**src/rtl/spi_pattern_gen.sv**
```systemverilog
// Burst pattern source for the SPI transmitter bench: emits burst_len words over
// a valid/ready handshake, each from a counter, LFSR, walking-one or constant pattern.
module spi_pattern_gen #(
    parameter int                        P_DATA_WIDTH = 8,
    parameter int                        P_BURST_MAX  = 16,
    parameter logic [P_DATA_WIDTH-1:0]   P_LFSR_TAPS  = 8'hB8,
    localparam int                       BW           = $clog2(P_BURST_MAX + 1)
) (
    input  logic                    clk_100,
    input  logic                    s_rst,
    input  logic                    start,
    input  logic [1:0]              mode,
    input  logic [P_DATA_WIDTH-1:0] seed,
    input  logic [P_DATA_WIDTH-1:0] step,
    input  logic [BW-1:0]           burst_len,
    input  logic                    ready,
    output logic                    valid,
    output logic [P_DATA_WIDTH-1:0] data,
    output logic                    last,
    output logic                    busy,
    output logic                    done
);

    typedef enum logic [1:0] {
        ST_IDLE = 2'd0,
        ST_SEND = 2'd1,
        ST_DONE = 2'd2
    } state_e;

    localparam logic [P_DATA_WIDTH-1:0] ONE     = {{(P_DATA_WIDTH-1){1'b0}}, 1'b1};
    localparam logic [BW-1:0]           LEN_MAX = BW'(P_BURST_MAX);

    function automatic logic is_onehot(input logic [P_DATA_WIDTH-1:0] s);
        return (s != '0) && ((s & (s - ONE)) == '0);
    endfunction

    // Zero would lock the LFSR; walking-one needs exactly one set bit.
    function automatic logic [P_DATA_WIDTH-1:0] seed_fix(input logic [1:0]              m,
                                                        input logic [P_DATA_WIDTH-1:0] s);
        logic [P_DATA_WIDTH-1:0] r;
        case (m)
            2'd1:    r = (s == '0) ? ONE : s;
            2'd2:    r = is_onehot(s) ? s : ONE;
            default: r = s;
        endcase
        return r;
    endfunction

    function automatic logic [P_DATA_WIDTH-1:0] pat_next(input logic [1:0]              m,
                                                        input logic [P_DATA_WIDTH-1:0] p,
                                                        input logic [P_DATA_WIDTH-1:0] st);
        logic [P_DATA_WIDTH-1:0] r;
        case (m)
            2'd0:    r = p + st;
            2'd1:    r = (p >> 1) ^ (p[0] ? P_LFSR_TAPS : '0);
            2'd2:    r = {p[P_DATA_WIDTH-2:0], p[P_DATA_WIDTH-1]};
            default: r = p;
        endcase
        return r;
    endfunction

    state_e                  state_q, state_d;
    logic [P_DATA_WIDTH-1:0] pat_q, pat_d;
    logic [P_DATA_WIDTH-1:0] step_q, step_d;
    logic [1:0]              mode_q, mode_d;
    logic [BW-1:0]           len_q, len_d;
    logic [BW-1:0]           beat_q, beat_d;
    logic                    valid_q, valid_d;
    logic                    last_q, last_d;
    logic                    busy_q, busy_d;
    logic                    done_q, done_d;

    // State and output registers; reset overrides everything, including a running burst.
    always_ff @(posedge clk_100) begin
        if (s_rst) begin
            state_q <= ST_IDLE;
            pat_q   <= '0;
            step_q  <= '0;
            mode_q  <= 2'd0;
            len_q   <= '0;
            beat_q  <= '0;
            valid_q <= 1'b0;
            last_q  <= 1'b0;
            busy_q  <= 1'b0;
            done_q  <= 1'b0;
        end else begin
            state_q <= state_d;
            pat_q   <= pat_d;
            step_q  <= step_d;
            mode_q  <= mode_d;
            len_q   <= len_d;
            beat_q  <= beat_d;
            valid_q <= valid_d;
            last_q  <= last_d;
            busy_q  <= busy_d;
            done_q  <= done_d;
        end
    end

    // Next-state, burst bookkeeping and pattern advance.
    always_comb begin
        state_d = state_q;
        pat_d   = pat_q;
        step_d  = step_q;
        mode_d  = mode_q;
        len_d   = len_q;
        beat_d  = beat_q;
        case (state_q)
            ST_IDLE: begin
                if (start && (burst_len != '0)) begin
                    mode_d  = mode;
                    step_d  = step;
                    len_d   = (burst_len > LEN_MAX) ? LEN_MAX : burst_len;
                    pat_d   = seed_fix(mode, seed);
                    beat_d  = '0;
                    state_d = ST_SEND;
                end else begin
                    state_d = ST_IDLE;
                end
            end
            ST_SEND: begin
                if (ready) begin
                    beat_d  = beat_q + BW'(1);
                    pat_d   = pat_next(mode_q, pat_q, step_q);
                    state_d = (beat_q == len_q - BW'(1)) ? ST_DONE : ST_SEND;
                end else begin
                    state_d = ST_SEND;
                end
            end
            ST_DONE: state_d = ST_IDLE;
            default: state_d = ST_IDLE;
        endcase
    end

    // Outputs are decoded from next-state values so they leave the block from flops.
    always_comb begin
        valid_d = (state_d == ST_SEND);
        busy_d  = (state_d != ST_IDLE);
        done_d  = (state_d == ST_DONE);
        last_d  = (state_d == ST_SEND) && (beat_d == len_d - BW'(1));
    end

    assign valid = valid_q;
    assign data  = pat_q;
    assign last  = last_q;
    assign busy  = busy_q;
    assign done  = done_q;

endmodule

```
**config.mk**
```make
export PLATFORM = sky130hd
export DESIGN_NAME = spi_pattern_gen
export DESIGN_NICKNAME = d
export VERILOG_FILES = /design/src/rtl/spi_pattern_gen.sv
export SDC_FILE = /design/constraint.sdc
export NUM_CORES = 1
export LEC_CHECK = 0
export BUFFER_PORTS_ARGS = -buffer_cell sky130_fd_sc_hd__buf_2
export CAP_MARGIN = 30
export CORE_ASPECT_RATIO = 1.1
export CORE_UTILIZATION = 55
export DETAILED_ROUTE_END_ITERATION = 10
export HOLD_SLACK_MARGIN = 0.05
export PLACE_DENSITY_LB_ADDON = 0.25
export RECOVER_POWER = 25
export SLEW_MARGIN = 20
export SYNTH_ARGS = -nofsm -noshare
export SYNTH_HDL_FRONTEND = slang
export SYNTH_SLANG_ARGS = --single-unit
```
**constraint.sdc**
```tcl
create_clock -name clk_100 -period 4.1 [get_ports clk_100]
set_input_delay 0.82 -clock clk_100 [delete_from_list [all_inputs] [get_ports clk_100]]
set_output_delay 0.82 -clock clk_100 [all_outputs]
set_load 0.01 [all_outputs]
```
# == Word level (Yosys, flattened, before mapping) ==
# Cells that the tools add are included.
# word_totals
regBits,34
input_bits,27
output_inout_bits,12
wordCells,61
# op_classes
add_sub_neg,5
magnitude_cmp,1
eq_ne,12
muxes,18
bitwise_logic,2
n_reduce_logical,13
# op_table
operator,count
8-bit 2-to-1 mux,5
8-bit case mux with 2 select lines,2
5-bit 2-to-1 mux,5
8-bit case mux with 3 select lines,1
8-bit logical NOT,2
5-bit == test,2
5-bit case mux with 2 select lines,1
"5-bit by 1-bit subtractor with 5-bit output, second input constant",2
8-bit adder,1
8-bit bitwise AND,1
"2-bit by 1-bit == test with 1-bit output, second input constant",4
8-bit nonzero test,1
"8-bit by 1-bit subtractor with 8-bit output, second input constant",1
7-bit by 8-bit XOR with 8-bit output,1
"2-bit == test, second input constant",3
"5-bit by 1-bit adder with 5-bit output, second input constant",1
"5-bit > comparator, second input constant",1
5-bit nonzero test,1
2-bit logical NOT,2
2-bit 2-to-1 mux,2
"2-bit inequality test, second input constant",2
"4-bit by 1-bit inequality test with 1-bit output, second input constant",1
2-bit case mux with 2 select lines,1
4-bit AND reduction,1
4 further kinds,7

# == Depth between registers and ports, before layout ==
# Gate-level depths: netlist (run 1).
# depth
ltp_word,8
ltp_mapped,10
depth_no_buf,10

# == Least setup slack after synthesis (run 1) ==
# OpenSTA, ideal clock, no wires.
# synth_timing
path_type,input-to-reg
start,in start
end,"reg last_q, in the netlist last"
setup_ns,0.116
arrival_ns,2.463
required_time_ns,3.984
path_slack_ns,1.521
path_stages,9
path_buffers,1
path_cell_list,or3b_1 -> buf_2 -> a21o_4 -> a21oi_2 -> ha_1 -> nand3_1 -> xnor2_1 -> xnor2_1 -> and4_1
# synth_via
elab_chain_len,6
word_cells_on_any_way,11
cone_classes,add/sub: 1; eq/ne: 2; mux: 6; reduce/logical: 2
# synth_rtl
element,line_no,rtl
"start, declared",11,"input logic start,"
1-bit logical AND *,110,if (start && (burst_len != '0)) begin
5-bit 2-to-1 mux,110,
5-bit 2-to-1 mux,108,case (state_q)
5-bit by 1-bit subtractor with 5-bit output,140,last_d = (state_d == ST_SEND) && (beat_d == len_d - BW'(1));
5-bit == test,140,
1-bit logical AND *,140,
"end signal, assigned",94,last_q <= last_d;
"end, declared",69,"logic last_q, last_d;"
# Every way passes the cells marked *; elsewhere a longest branch is shown, timed or not.
# A chain may end at the register's enable or synchronous reset.

# == Final worst setup path (run 1) ==
# Ends and elaborated chain as after synthesis.

==> summary.txt, run 1 <==
Clock network
  • Htree depth: 2
  • CTS Hold Bufs: 0
  • Clock latency on the worst-skew pair: 280 ps
  • Cts repair resizes: 0
  • CTS clk-pin slew, worst paths: 70 ps
  • CTS Buf Count: 5
  • Root Driver: clkbuf_8
  • Post-CTS setup repair buffer count: 0
  • CTS tree: built
  • Max clock buf depth: 2
  • Sink Count: 34

Routing
  • Routed Antenna Nets: 0
  • Via Count: 2209
  • WL final: 5.560 mm
  • Vias per cell: 5.938
  • Routed length per placed instance: 14.95 um
  • Post-route DRC: 0
  • Initial DRC Count: 161
  • Drt pass-1 iters: 4

Synthesis
  • Post-synthesis net count: 334
  • Synth area leader: dfxtp_1
  • Commonest cells post-synth: 34 x dfxtp_1, 31 x nand2_1, 24 x a21oi_1, 20 x nor2_1, 15 x ha_1
  • Area share of the largest cell type after synthesis: 29.28%
  • Async SR Flop Fraction: 0%
  • Synthesized flop and latch total: 34
  • Cell variety after synth: 55
  • Sequential area share after synthesis: 29.28%
  • Most frequent cell after synthesis: dfxtp_1
  • Post-Syn Instances: 291
  • Dominant cells by area after synthesis: dfxtp_1 29%, ha_1 8.1%, a21oi_1 5.2%
  • Ys flop type: dfxtp_1
  • Syn Area/Cell: 7.989 um^2
  • Synth Cell Area: 2325 um^2
  • Yosys warning count: 0
  • Post-synth EDFFs: 0

STA
  • Clock period minus final worst setup slack: 2598 ps
  • Worst-Margin Slew: 616.4 ps
  • Final cycle utilization of the critical path: 63.37%
  • Final setup vio count: 0
  • RSZ-0062 raised after global routing: no
  • Hold Vio Cnt, Final: 0
  • Setup TNS: 0 ps
  • Slew Limit Fails: 0
  • Clock skew: 3.935 ps
  • Highest clock rate: 0.3849 GHz
  • Slew Limit Headroom: 58.91%

Finish
  • Diode count: 0
  • Design area: 2580 um^2
  • Fillers: 384
  • Area grow syn2layout: 10.98%
  • Layout net count: 363
  • Area occupied by multi-input gates: 1523 um^2
  • Fraction of final layout cells sized beyond drive strength 1: 13.44%
  • FF/Latch Area: 680.7 um^2

Setup path
  • Slowest cell on crit path: or3b_1
  • Arr. time, crit path: 2820 ps
  • CP Launch Type: input pin
  • Crit path buf inv count: 1
  • Crit path required time: 4330 ps
  • Worst-path maximum fanout: 16
  • Crit end category: flop
  • Family with the most delay on the worst path: simple AND/OR/NAND/NOR gates
  • Slowest stage delay, CP: 460 ps
  • Crit-path cells: clkbuf_1 > or3b_1 > a21o_4 > a21oi_2 > ha_1 > xor2_2 > xnor2_1 > nor3_1 > and4_1
  • WS Path Type: input pin to flop

Worst hold path
  • Hold crit path type: flop to flop

GRT
  • Initial antenna violation count: 0
  • First-pass GRT wire length: 9.411 mm
  • Largest net degree at the start of global routing: 35
  • Vias in the first global route: 2147
  • Remaining global-route overflow: 0
  • Total global-route track usage: 26.61%

Die
  • Top Ports: 39
  • CORE AREA: 3994 um^2
  • Chip height: 70.19 um
  • Die area: 4491 um^2
  • Starting Density: 58.21%
  • Die width: 63.99 um
  • # rows: 24

Power
  • Switching Power: 0.0002629 W
  • Leak: 1.069 nW
  • Clock share of power: 28.1%
  • VDD IR max: 0.1828 mV
  • Design Power: 0.0008219 W
  • Pwr/cell area: 318.6 nW/um^2
  • Sw Share: 31.98%
  • Gate power share: 26.2%
  • Sequential share of power: 45.7%
  • Cell Int Power: 0.0005590 W

Place
  • Hpwl dp: 4.111 mm
  • Routability congestion estimate: 0.8455
  • I/O Buffers: 38
  • Placed Area: 2515 um^2

Outcome
  • Status: completed

Job
  • Maxcap violations: 0
cell families (layout without fill, tap and decap cells):
group / Yosys count / after routing / share of synthesized area, %
DFF: 34 / 34 / 29.28
adders and majority gates: 17 / 17 / 9.365
and+or+nand+nor: 102 / 102 / 22.12
xor gates and xnor gates: 21 / 21 / 8.235
buffers and inverters: 30 / 59 / 5.220
muxes: 2 / 2 / 0.8612
AOI/OAI and AO/OA: 85 / 85 / 24.92
through the flow:
stage	util (%)	cells	hold WS (ps)	setup slack (ps)
6_report	64.60	372	464.0	1502
5_1_grt	64.60	372	493.1	1333
2_1_floorplan	-	291	440.0	1521
3_3_place_gp	62.97	365	448.4	1312
4_1_cts	64.88	372	471.3	1517
3_5_place_dp	62.97	365	462.2	1244
registers in the layout (all words and copies together), names as in the netlist, 2 cells and up:
name / flops
beat_q: 5
state_q: 2
mode_q: 2
len_q: 5
step_q: 8
data: 8
cells in the final DEF (no fill, tap or decap), types with 3 or more instances in the layout:
cell type,n
dfxtp_1,34
nand2_1,31
buf_2,29
a21oi_1,24
nor2_1,20
ha_1,15
xnor2_1,13
inv_1,12
nor3_1,12
clkbuf_1,11
o21ai_0,10
a22oi_1,8
xor2_1,7
nand2b_1,7
nand3_1,7
clkbuf_8,5
nor3b_1,4
a21o_1,4
nor2b_1,4
o21ai_1,4
o21a_1,4
a211oi_1,4
a221oi_1,4
nand4_1,3
and3_1,3
a31oi_1,3
metal layers:
layer  share of wire [%]  up-vias  GRT usage [%]
met1                  41     1040          30.73
met2                  52       58          46.69
li1                    -     1097              -
met5                   0        -              0
met3                 4.0       14          3.922
met4                 2.5        0          13.89
worst paths after layout:
path / startpoint / endpoint / slack (ps) / depth (start not counted)
hold reg to reg: step_q[6]$_SDFFE_PP0P_ / step_q[6]$_SDFFE_PP0P_ / 460 / 2
setup reg to reg: state_q[0]$_SDFF_PP0_ / last$_SDFF_PP0_ / 1670 / 8
setup / recovery: start / last$_SDFF_PP0_ / 1500 / 9
hold / removal: step_q[6]$_SDFFE_PP0P_ / step_q[6]$_SDFFE_PP0P_ / 460 / 2
layout make-up:
class                   instances  area share [%]
repair buffers                 39           7.226
flip-flops and latches         34           26.38
inverters                      13           1.891
well taps                      52           2.522
multi-input cells             227           59.02
clock buffers                   7           2.958
tightest hold or removal path: cells and delay by family (launching register included):
kind               cells  cell delay [ps]
AOI/OAI and AO/OA      1               50
and+or+nand+nor        1               50
DFF                    1              310
power by group through the flow:
stage	Clock, W	Combinational [W]	Sequential, W
3_3_place_gp	0	0.000211	0.000382
6_report	0.000231	0.000215	0.000376
2_1_floorplan	0	0.000158	0.000377
4_1_cts	0.000233	0.000217	0.000375
5_1_grt	0.000251	0.000240	0.000378
3_5_place_dp	0	0.000215	0.000383
Power figures use the tool's default switching activity.
==> inputs of run 2 (changes only) <==
--- a/config.mk
+++ b/config.mk
@@ -5,6 +5,7 @@
 export SDC_FILE = /design/constraint.sdc
 export NUM_CORES = 1
 export LEC_CHECK = 0
+export ABC_AREA = 1
 export BUFFER_PORTS_ARGS = -buffer_cell sky130_fd_sc_hd__buf_2
 export CAP_MARGIN = 30
 export CORE_ASPECT_RATIO = 1.1
==> constraint.sdc (replaced) <==
create_clock -name clk_100 -period 2.5 [get_ports clk_100]
set_input_delay 0.5 -clock clk_100 [delete_from_list [all_inputs] [get_ports clk_100]]
set_output_delay 0.5 -clock clk_100 [all_outputs]
set_load 0.01 [all_outputs]
==> run 2 against run 1 <==
Flip-flop and latch count did not move; utilization rose by 0.97 points; count of clock-buffer cells in the layout did not move; critical endpoint is now data[6]$_SDFFE_PP0P_; largest cell class unchanged.
==> summary.txt, run 2 <==
Routing
  • Post-route DRC: 0 (unchanged)
  • WL final: 6.368 mm (was 5.560 mm)
  • Routed Antenna Nets: 0 (unchanged)
  • Vias per cell: 5.347 (was 5.938)
  • Drt pass-1 iters: 5 (was 4)
  • Via Count: 2743 (was 2209)
  • Routed length per placed instance: 12.41 um (was 14.95 um)
  • Initial DRC Count: 236 (was 161)

Synthesis
  • Syn Area/Cell: 6.115 um^2 (was 7.989 um^2)
  • Sequential area share after synthesis: 26.69% (was 29.28%)
  • Async SR Flop Fraction: 0% (unchanged)
  • Most frequent cell after synthesis: nand2_1 (was dfxtp_1)
  • Synthesized flop and latch total: 34 (unchanged)
  • Ys flop type: dfxtp_1 (unchanged)
  • Yosys warning count: 0 (unchanged)
  • Dominant cells by area after synthesis: dfxtp_1 27%, nand2_1 18%, inv_1 9.0% (was dfxtp_1 29%, ha_1 8.1%, a21oi_1 5.2%)
  • Commonest cells post-synth: 121 x nand2_1, 61 x inv_1, 42 x nor2_1, 37 x nand3_1, 35 x a21oi_1 (was 34 x dfxtp_1, 31 x nand2_1, 24 x a21oi_1, 20 x nor2_1, 15 x ha_1)
  • Area share of the largest cell type after synthesis: 26.69% (was 29.28%)
  • Synth area leader: dfxtp_1 (unchanged)
  • Post-synthesis net count: 460 (was 334)
  • Cell variety after synth: 38 (was 55)
  • Post-Syn Instances: 417 (was 291)
  • Post-synth EDFFs: 0 (unchanged)
  • Synth Cell Area: 2550 um^2 (was 2325 um^2)

Die
  • Die area: 4913 um^2 (was 4491 um^2)
  • # rows: 25 (was 24)
  • Chip height: 73.42 um (was 70.19 um)
  • Die width: 66.92 um (was 63.99 um)
  • Top Ports: 39 (unchanged)
  • Starting Density: 58.23% (was 58.21%)
  • CORE AREA: 4379 um^2 (was 3994 um^2)

Finish
  • Final Util: 65.57% (was 64.60%)
  • Design area: 2872 um^2 (was 2580 um^2)
  • Fillers: 432 (was 384)
  • Highest-count cells in the layout ignoring fill and taps: 121 x nand2_1, 61 x inv_1, 42 x nor2_1 (was 34 x dfxtp_1, 31 x nand2_1, 29 x buf_2)
  • Diode count: 0 (unchanged)
  • Fin cells: 513 (was 372)
  • Fraction of final layout cells sized beyond drive strength 1: 12.42% (was 13.44%)
  • Layout net count: 501 (was 363)
  • Area grow syn2layout: 12.61% (was 10.98%)
  • Commonest non-fill, non-tap cell in the layout: nand2_1 (was dfxtp_1)
  • FF/Latch Area: 680.7 um^2 (unchanged)
  • Area occupied by multi-input gates: 1588 um^2 (was 1523 um^2)

STA
  • Setup TNS: 0 ps (unchanged)
  • Slew Limit Fails: 0 (unchanged)
  • Slew Limit Headroom: 65.55% (was 58.91%)
  • Clock period minus final worst setup slack: 2014 ps
  • Hold Vio Cnt, Final: 0 (unchanged)
  • Highest clock rate: 0.4966 GHz
  • Worst-Margin Slew: 512.1 ps (was 616.4 ps)
  • Final setup vio count: 0 (unchanged)
  • RSZ-0062 raised after global routing: no (unchanged)
  • Final cycle utilization of the critical path: 80.55%
  • Clock skew: 10.40 ps (was 3.935 ps)

Place
  • Routability congestion estimate: 0.8965 (was 0.8455)
  • Placed insts: 505 (was 365)
  • Placed Area: 2789 um^2 (was 2515 um^2)
  • Hpwl dp: 4.959 mm (was 4.111 mm)
  • I/O Buffers: 38 (unchanged)

Setup path
  • R2R Path End: data[6]$_SDFFE_PP0P_ (was last$_SDFF_PP0_)
  • Slowest stage delay, CP: 500 ps (was 460 ps)
  • Slowest cell on crit path: dfxtp_1 (was or3b_1)
  • CP Launch Type: flop (was input pin)
  • Worst-path maximum fanout: 9 (was 16)
  • Reg-to-reg critical path startpoint: data[0]$_SDFFE_PP0P_ (was state_q[0]$_SDFF_PP0_)
  • R2r worst-path depth: 10 (was 8)
  • R2R setup slack: 490 ps (was 1670 ps)
  • Crit-path cells: ha_1 > inv_1 > fa_1 > inv_1 > nand4_1 > nand4_1 > nand3_1 > a21oi_2 > nand2_1 > a21oi_1 (was clkbuf_1 > or3b_1 > a21o_4 > a21oi_2 > ha_1 > xor2_2 > xnor2_1 > nor3_1 > and4_1)
  • Crit path required time: 2720 ps (was 4330 ps)
  • Crit end category: flop (unchanged)
  • Arr. time, crit path: 2240 ps (was 2820 ps)
  • WS Path Type: flop to flop (was input pin to flop)

Worst hold path
  • Worst hold start: step[5] (was step_q[6]$_SDFFE_PP0P_)
  • Hold crit path type: input pin to flop (was flop to flop)
  • WHS Endpoint: step_q[5]$_SDFFE_PP0P_ (was step_q[6]$_SDFFE_PP0P_)
  • Hold path depth: 3 (was 2)

Power
  • VDD IR max: 0.2891 mV (was 0.1828 mV)
  • Leak: 1.516 nW (was 1.069 nW)
  • Pwr/cell area: 509.2 nW/um^2 (was 318.6 nW/um^2)
  • Design Power: 0.001462 W (was 0.0008219 W)

Clock network
  • Cts repair resizes: 0 (unchanged)
  • CTS Buf Count: 5 (unchanged)
  • CTS clk-pin slew, worst paths: 70 ps (about the same)
  • Root Driver: clkbuf_8 (unchanged)
  • Sink Count: 34 (unchanged)
  • CTS tree: built (unchanged)
  • Clock latency on the worst-skew pair: 290 ps (was 280 ps)
  • Htree depth: 2 (unchanged)
  • Max clock buf depth: 2 (unchanged)
  • CTS Hold Bufs: 0 (unchanged)
  • Post-CTS setup repair buffer count: 0 (unchanged)

Outcome
  • Status: completed (unchanged)

Job
  • Maxcap violations: 0 (unchanged)

GRT
  • Vias in the first global route: 2455 (was 2147)
  • First-pass GRT wire length: 10.65 mm (was 9.411 mm)
  • Remaining global-route overflow: 0 (unchanged)
  • Initial antenna violation count: 0 (unchanged)
  • Largest net degree at the start of global routing: 25 (was 35)
  • Total global-route track usage: 28.78% (was 26.61%)
==> run 2: critical path: cells and delay by family, from the launching register on <==
kind	cells	cell delay (ps)
AOI/OAI and AO/OA	2	260
adders and majority gates	2	610
buffers and inverters	2	150
DFF	1	500
and+or+nand+nor	4	420
==> run 2: kinds of logic (layout without fill, tap and decap cells) <==
logic type	after synthesis	in the layout	synth area share, %
AOI/OAI and AO/OA	69	69	15.21
xor gates and xnor gates	4	4	1.374
adders and majority gates	16	16	8.145
buffers and inverters	72	114	11.04
DFF	34	34	26.69
and+or+nand+nor	222	222	37.54
==> run 2: routing by layer <==
| metal | global-route usage [%] | share of wire, % | vias to the layer above |
|---|---|---|---|
| met1 | 31.91 | 42 | 1223 |
| met4 | 13.95 | 3.6 | 0 |
| li1 | - | - | 1424 |
| met3 | 5.745 | 4.0 | 20 |
| met2 | 51.63 | 51 | 76 |
| met5 | 0 | 0 | - |
==> run 2: area by class of cell <==
class                      count  area share [%]
inverter                      66           8.627
clock inverter                 1          0.1743
multi-input combinational    311           55.29
tap                           54           2.353
clock buffer                   7           3.007
timing repair buffer          40           6.841
sequential                    34           23.70
==> run 2: how the worst max path moves through the flow <==
stage,depth (start not counted),endpoint,from,slack (ps)
final,10,data[6]$_SDFFE_PP0P_,data[0]$_SDFFE_PP0P_,490
after global placement,13,last$_SDFF_PP0_,burst_len[0],380
after global routing,10,data[6]$_SDFFE_PP0P_,data[0]$_SDFFE_PP0P_,330
after floorplan,15,last$_SDFF_PP0_,burst_len[0],700
after detailed placement,14,last$_SDFF_PP0_,burst_len[2],350
after CTS,10,data[6]$_SDFFE_PP0P_,data[0]$_SDFFE_PP0P_,490
==> run 2: through the flow <==
| stage | setup WS [ps] | hold slack [ps] |
|---|---|---|
| finish | 486.2 | 465.3 |
| global route | 330.0 | 470.6 |
| CTS | 490.8 | 456.7 |
| detailed placement | 347.5 | 461.9 |
| global placement | 383.2 | 462.3 |
| floorplan | 697.7 | 448.2 |
==> run 2: report_power, final <==
| group | leakage (nW) | switching [W] | internal (W) |
|---|---|---|---|
| Sequential | 0.279 | 0.0000406 | 0.000578 |
| Clock | 0.0482 | 0.000199 | 0.000222 |
| Combinational | 1.19 | 0.000269 | 0.000154 |
| Total | 1.52 | 0.000508 | 0.000954 |
==> inputs of run 3 (changes only) <==
==> constraint.sdc (replaced) <==
create_clock -name clk_100 -period 1.9 [get_ports clk_100]
set_input_delay 0.38 -clock clk_100 [delete_from_list [all_inputs] [get_ports clk_100]]
set_output_delay 0.38 -clock clk_100 [all_outputs]
set_load 0.01 [all_outputs]
==> run 3 against run 2 <==
Wire length is 0.90% higher; global-route usage is 1.2 points lower; die area stayed put; via count is 0.87% higher; clock power is 33% higher; critical path depth is 4 higher; critical endpoint is now last$_SDFF_PP0_.
==> summary.txt, run 3 (same netlist as run 2, synthesis figures left out) <==
Outcome
  • Status: completed (unchanged)

Power
  • Pwr/cell area: 659.4 nW/um^2 (was 509.2 nW/um^2)
  • Gate power share: 31.0% (was 28.9%)
  • Clock share of power: 28.4% (was 28.8%)
  • Sequential share of power: 40.5% (was 42.3%)
  • Sw Share: 34.49% (was 34.75%)
  • Cell Int Power: 0.001292 W (was 0.0009541 W)
  • Switching Power: 0.0006804 W (was 0.0005080 W)
  • VDD IR max: 0.4385 mV (was 0.2891 mV)
  • Leak: 1.592 nW (was 1.516 nW)

Die
  • Starting Density: 58.23% (unchanged)
  • # rows: 25 (unchanged)
  • Die width: 66.92 um (unchanged)
  • Top Ports: 39 (unchanged)
  • Die area: 4913 um^2 (unchanged)
  • CORE AREA: 4379 um^2 (unchanged)
  • Chip height: 73.42 um (unchanged)

Setup path
  • Arr. time, crit path: 1960 ps (was 2240 ps)
  • WS Path Type: flop to flop (unchanged)
  • Crit-path cells: inv_1 > ha_1 > nand2_1 > inv_1 > nor2_1 > nand3_1 > a21oi_1 > nand2_1 > nand2_1 > nand2_1 > nand2_1 > nor2_1 > nand3_1 > nor2_1 (was ha_1 > inv_1 > fa_1 > inv_1 > nand4_1 > nand4_1 > nand3_1 > a21oi_2 > nand2_1 > a21oi_1)
  • CP Launch Type: flop (unchanged)
  • Crit end category: flop (unchanged)
  • Slowest stage delay, CP: 340 ps (was 500 ps)
  • Slowest cell on crit path: dfxtp_1 (unchanged)
  • Worst-path maximum fanout: 3 (was 9)
  • Crit path required time: 2080 ps (was 2720 ps)
  • Most frequent CP cell: nand2_1

Routing
  • Routed length per placed instance: 12.24 um (was 12.41 um)
  • Vias per cell: 5.270 (was 5.347)
  • WL final: 6.425 mm (was 6.368 mm)
  • Drt pass-1 iters: 5 (unchanged)
  • Initial DRC Count: 228 (was 236)
  • Via Count: 2767 (was 2743)
  • Post-route DRC: 0 (unchanged)
  • Routed Antenna Nets: 0 (unchanged)

Clock network
  • Clock latency on the worst-skew pair: 290 ps (about the same)
  • Root Driver: clkbuf_8 (unchanged)
  • Max clock buf depth: 2 (unchanged)
  • CTS Buf Count: 5 (unchanged)
  • Cts repair resizes: 0 (unchanged)
  • Htree depth: 2 (unchanged)
  • CTS clk-pin slew, worst paths: 70 ps (about the same)
  • Post-CTS setup repair buffer count: 0 (unchanged)
  • CTS tree: built (unchanged)
  • CTS Hold Bufs: 0 (unchanged)
  • Sink Count: 34 (unchanged)

STA
  • Clock skew: 7.968 ps (was 10.40 ps)
  • Final cycle utilization of the critical path: 93.58% (was 80.55%)
  • Clock period minus final worst setup slack: 1778 ps (was 2014 ps)
  • WHS: 327.0 ps (was 465.3 ps)
  • Setup TNS: 0 ps (unchanged)
  • Slew Limit Fails: 0 (unchanged)
  • Slew Limit Headroom: 68.07% (was 65.55%)
  • Highest clock rate: 0.5624 GHz (was 0.4966 GHz)
  • RSZ-0062 raised after global routing: no (unchanged)
  • Final setup vio count: 0 (unchanged)
  • Hold Vio Cnt, Final: 0 (unchanged)
  • Worst-Margin Slew: 474.5 ps (was 512.1 ps)

GRT
  • Vias in the first global route: 2446 (was 2455)
  • Initial antenna violation count: 0 (unchanged)
  • Largest net degree at the start of global routing: 24 (was 25)
  • First-pass GRT wire length: 10.31 mm (was 10.65 mm)
  • Remaining global-route overflow: 0 (unchanged)
  • Total global-route track usage: 27.62% (was 28.78%)

Finish
  • Fraction of final layout cells sized beyond drive strength 1: 16.35% (was 12.42%)
  • Fillers: 413 (was 432)
  • Area grow syn2layout: 17.32% (was 12.61%)
  • Diode count: 0 (unchanged)
  • Highest-count cells in the layout ignoring fill and taps: 121 x nand2_1, 61 x inv_1, 42 x nor2_1 (unchanged)
  • Commonest non-fill, non-tap cell in the layout: nand2_1 (unchanged)
  • Layout net count: 513 (was 501)

Worst hold path
  • Hold crit path type: input pin to flop (unchanged)

Place
  • Hpwl dp: 5.105 mm (was 4.959 mm)
  • I/O Buffers: 38 (unchanged)
  • Routability congestion estimate: 0.9364 (was 0.8965)

Job
  • Maxcap violations: 0 (unchanged)
-- run 3: final timing paths --
path,from,to,slack (ps),depth (start not counted)
max,len_q[0]$_SDFF_PP0_,last$_SDFF_PP0_,120,14
min,step[2],step_q[2]$_SDFFE_PP0P_,330,3
max reg2reg,len_q[0]$_SDFF_PP0_,last$_SDFF_PP0_,120,14
min reg2reg,step_q[4]$_SDFFE_PP0P_,step_q[4]$_SDFFE_PP0P_,480,2
-- run 3: critical path, delay by kind of cell, from the launching register on --
family          cells  cell delay [ps]
compound gates      1              120
simple gates       10              810
buf+inv             2              100
fa+ha+maj           1              300
flops               1              340
-- run 3: per-layer routing --
layer / vias to the layer above / part of all wire [%] / GRT usage (%) / wire, um
met3: 11 / 4.0 / 4.503 / 256
met5: - / 0 / 0 / 0
met4: 0 / 1.7 / 8.511 / 108
met2: 84 / 53 / 54.21 / 3426
li1: 1444 / - / - / -
met1: 1228 / 41 / 29.25 / 2633
-- run 3: power by group through the flow --
| stage | clock (W) | combinational (W) | sequential, W |
|---|---|---|---|
| floorplan | 0 | 0.000389 | 0.000825 |
| global placement | 0 | 0.000589 | 0.000814 |
| finish | 0.000561 | 0.000612 | 0.000800 |
| global route | 0.000595 | 0.000691 | 0.000806 |
| detailed placement | 0 | 0.000603 | 0.000816 |
| CTS | 0.000565 | 0.000607 | 0.000800 |
-- run 3: cell type report --
cell class	count	area, um^2	area share (%)
Multi-Input combinational cell	311	1600	53.49
Clock buffer	7	86.33	2.886
Inverter	66	247.7	8.281
Clock inverter	1	5.005	0.1673
Timing Repair Buffer	52	302.8	10.12
Tap cell	54	67.56	2.258
Sequential cell	34	681.9	22.79
-- run 3: per-stage QoR --
step                instance area (um^2)  setup slack, ps  util [%]  cells  total power [W]
floorplan                           2550            129.3         -    417         0.001213
global placement                    2892            116.0     66.03    517         0.001403
detailed placement                  2892            11.96     66.03    517         0.001419
CTS                                 2983            63.11     68.11    525         0.001971
global route                        2992            1.368     68.31    525         0.002092
finish                              2992            122.0     68.31    525         0.001973
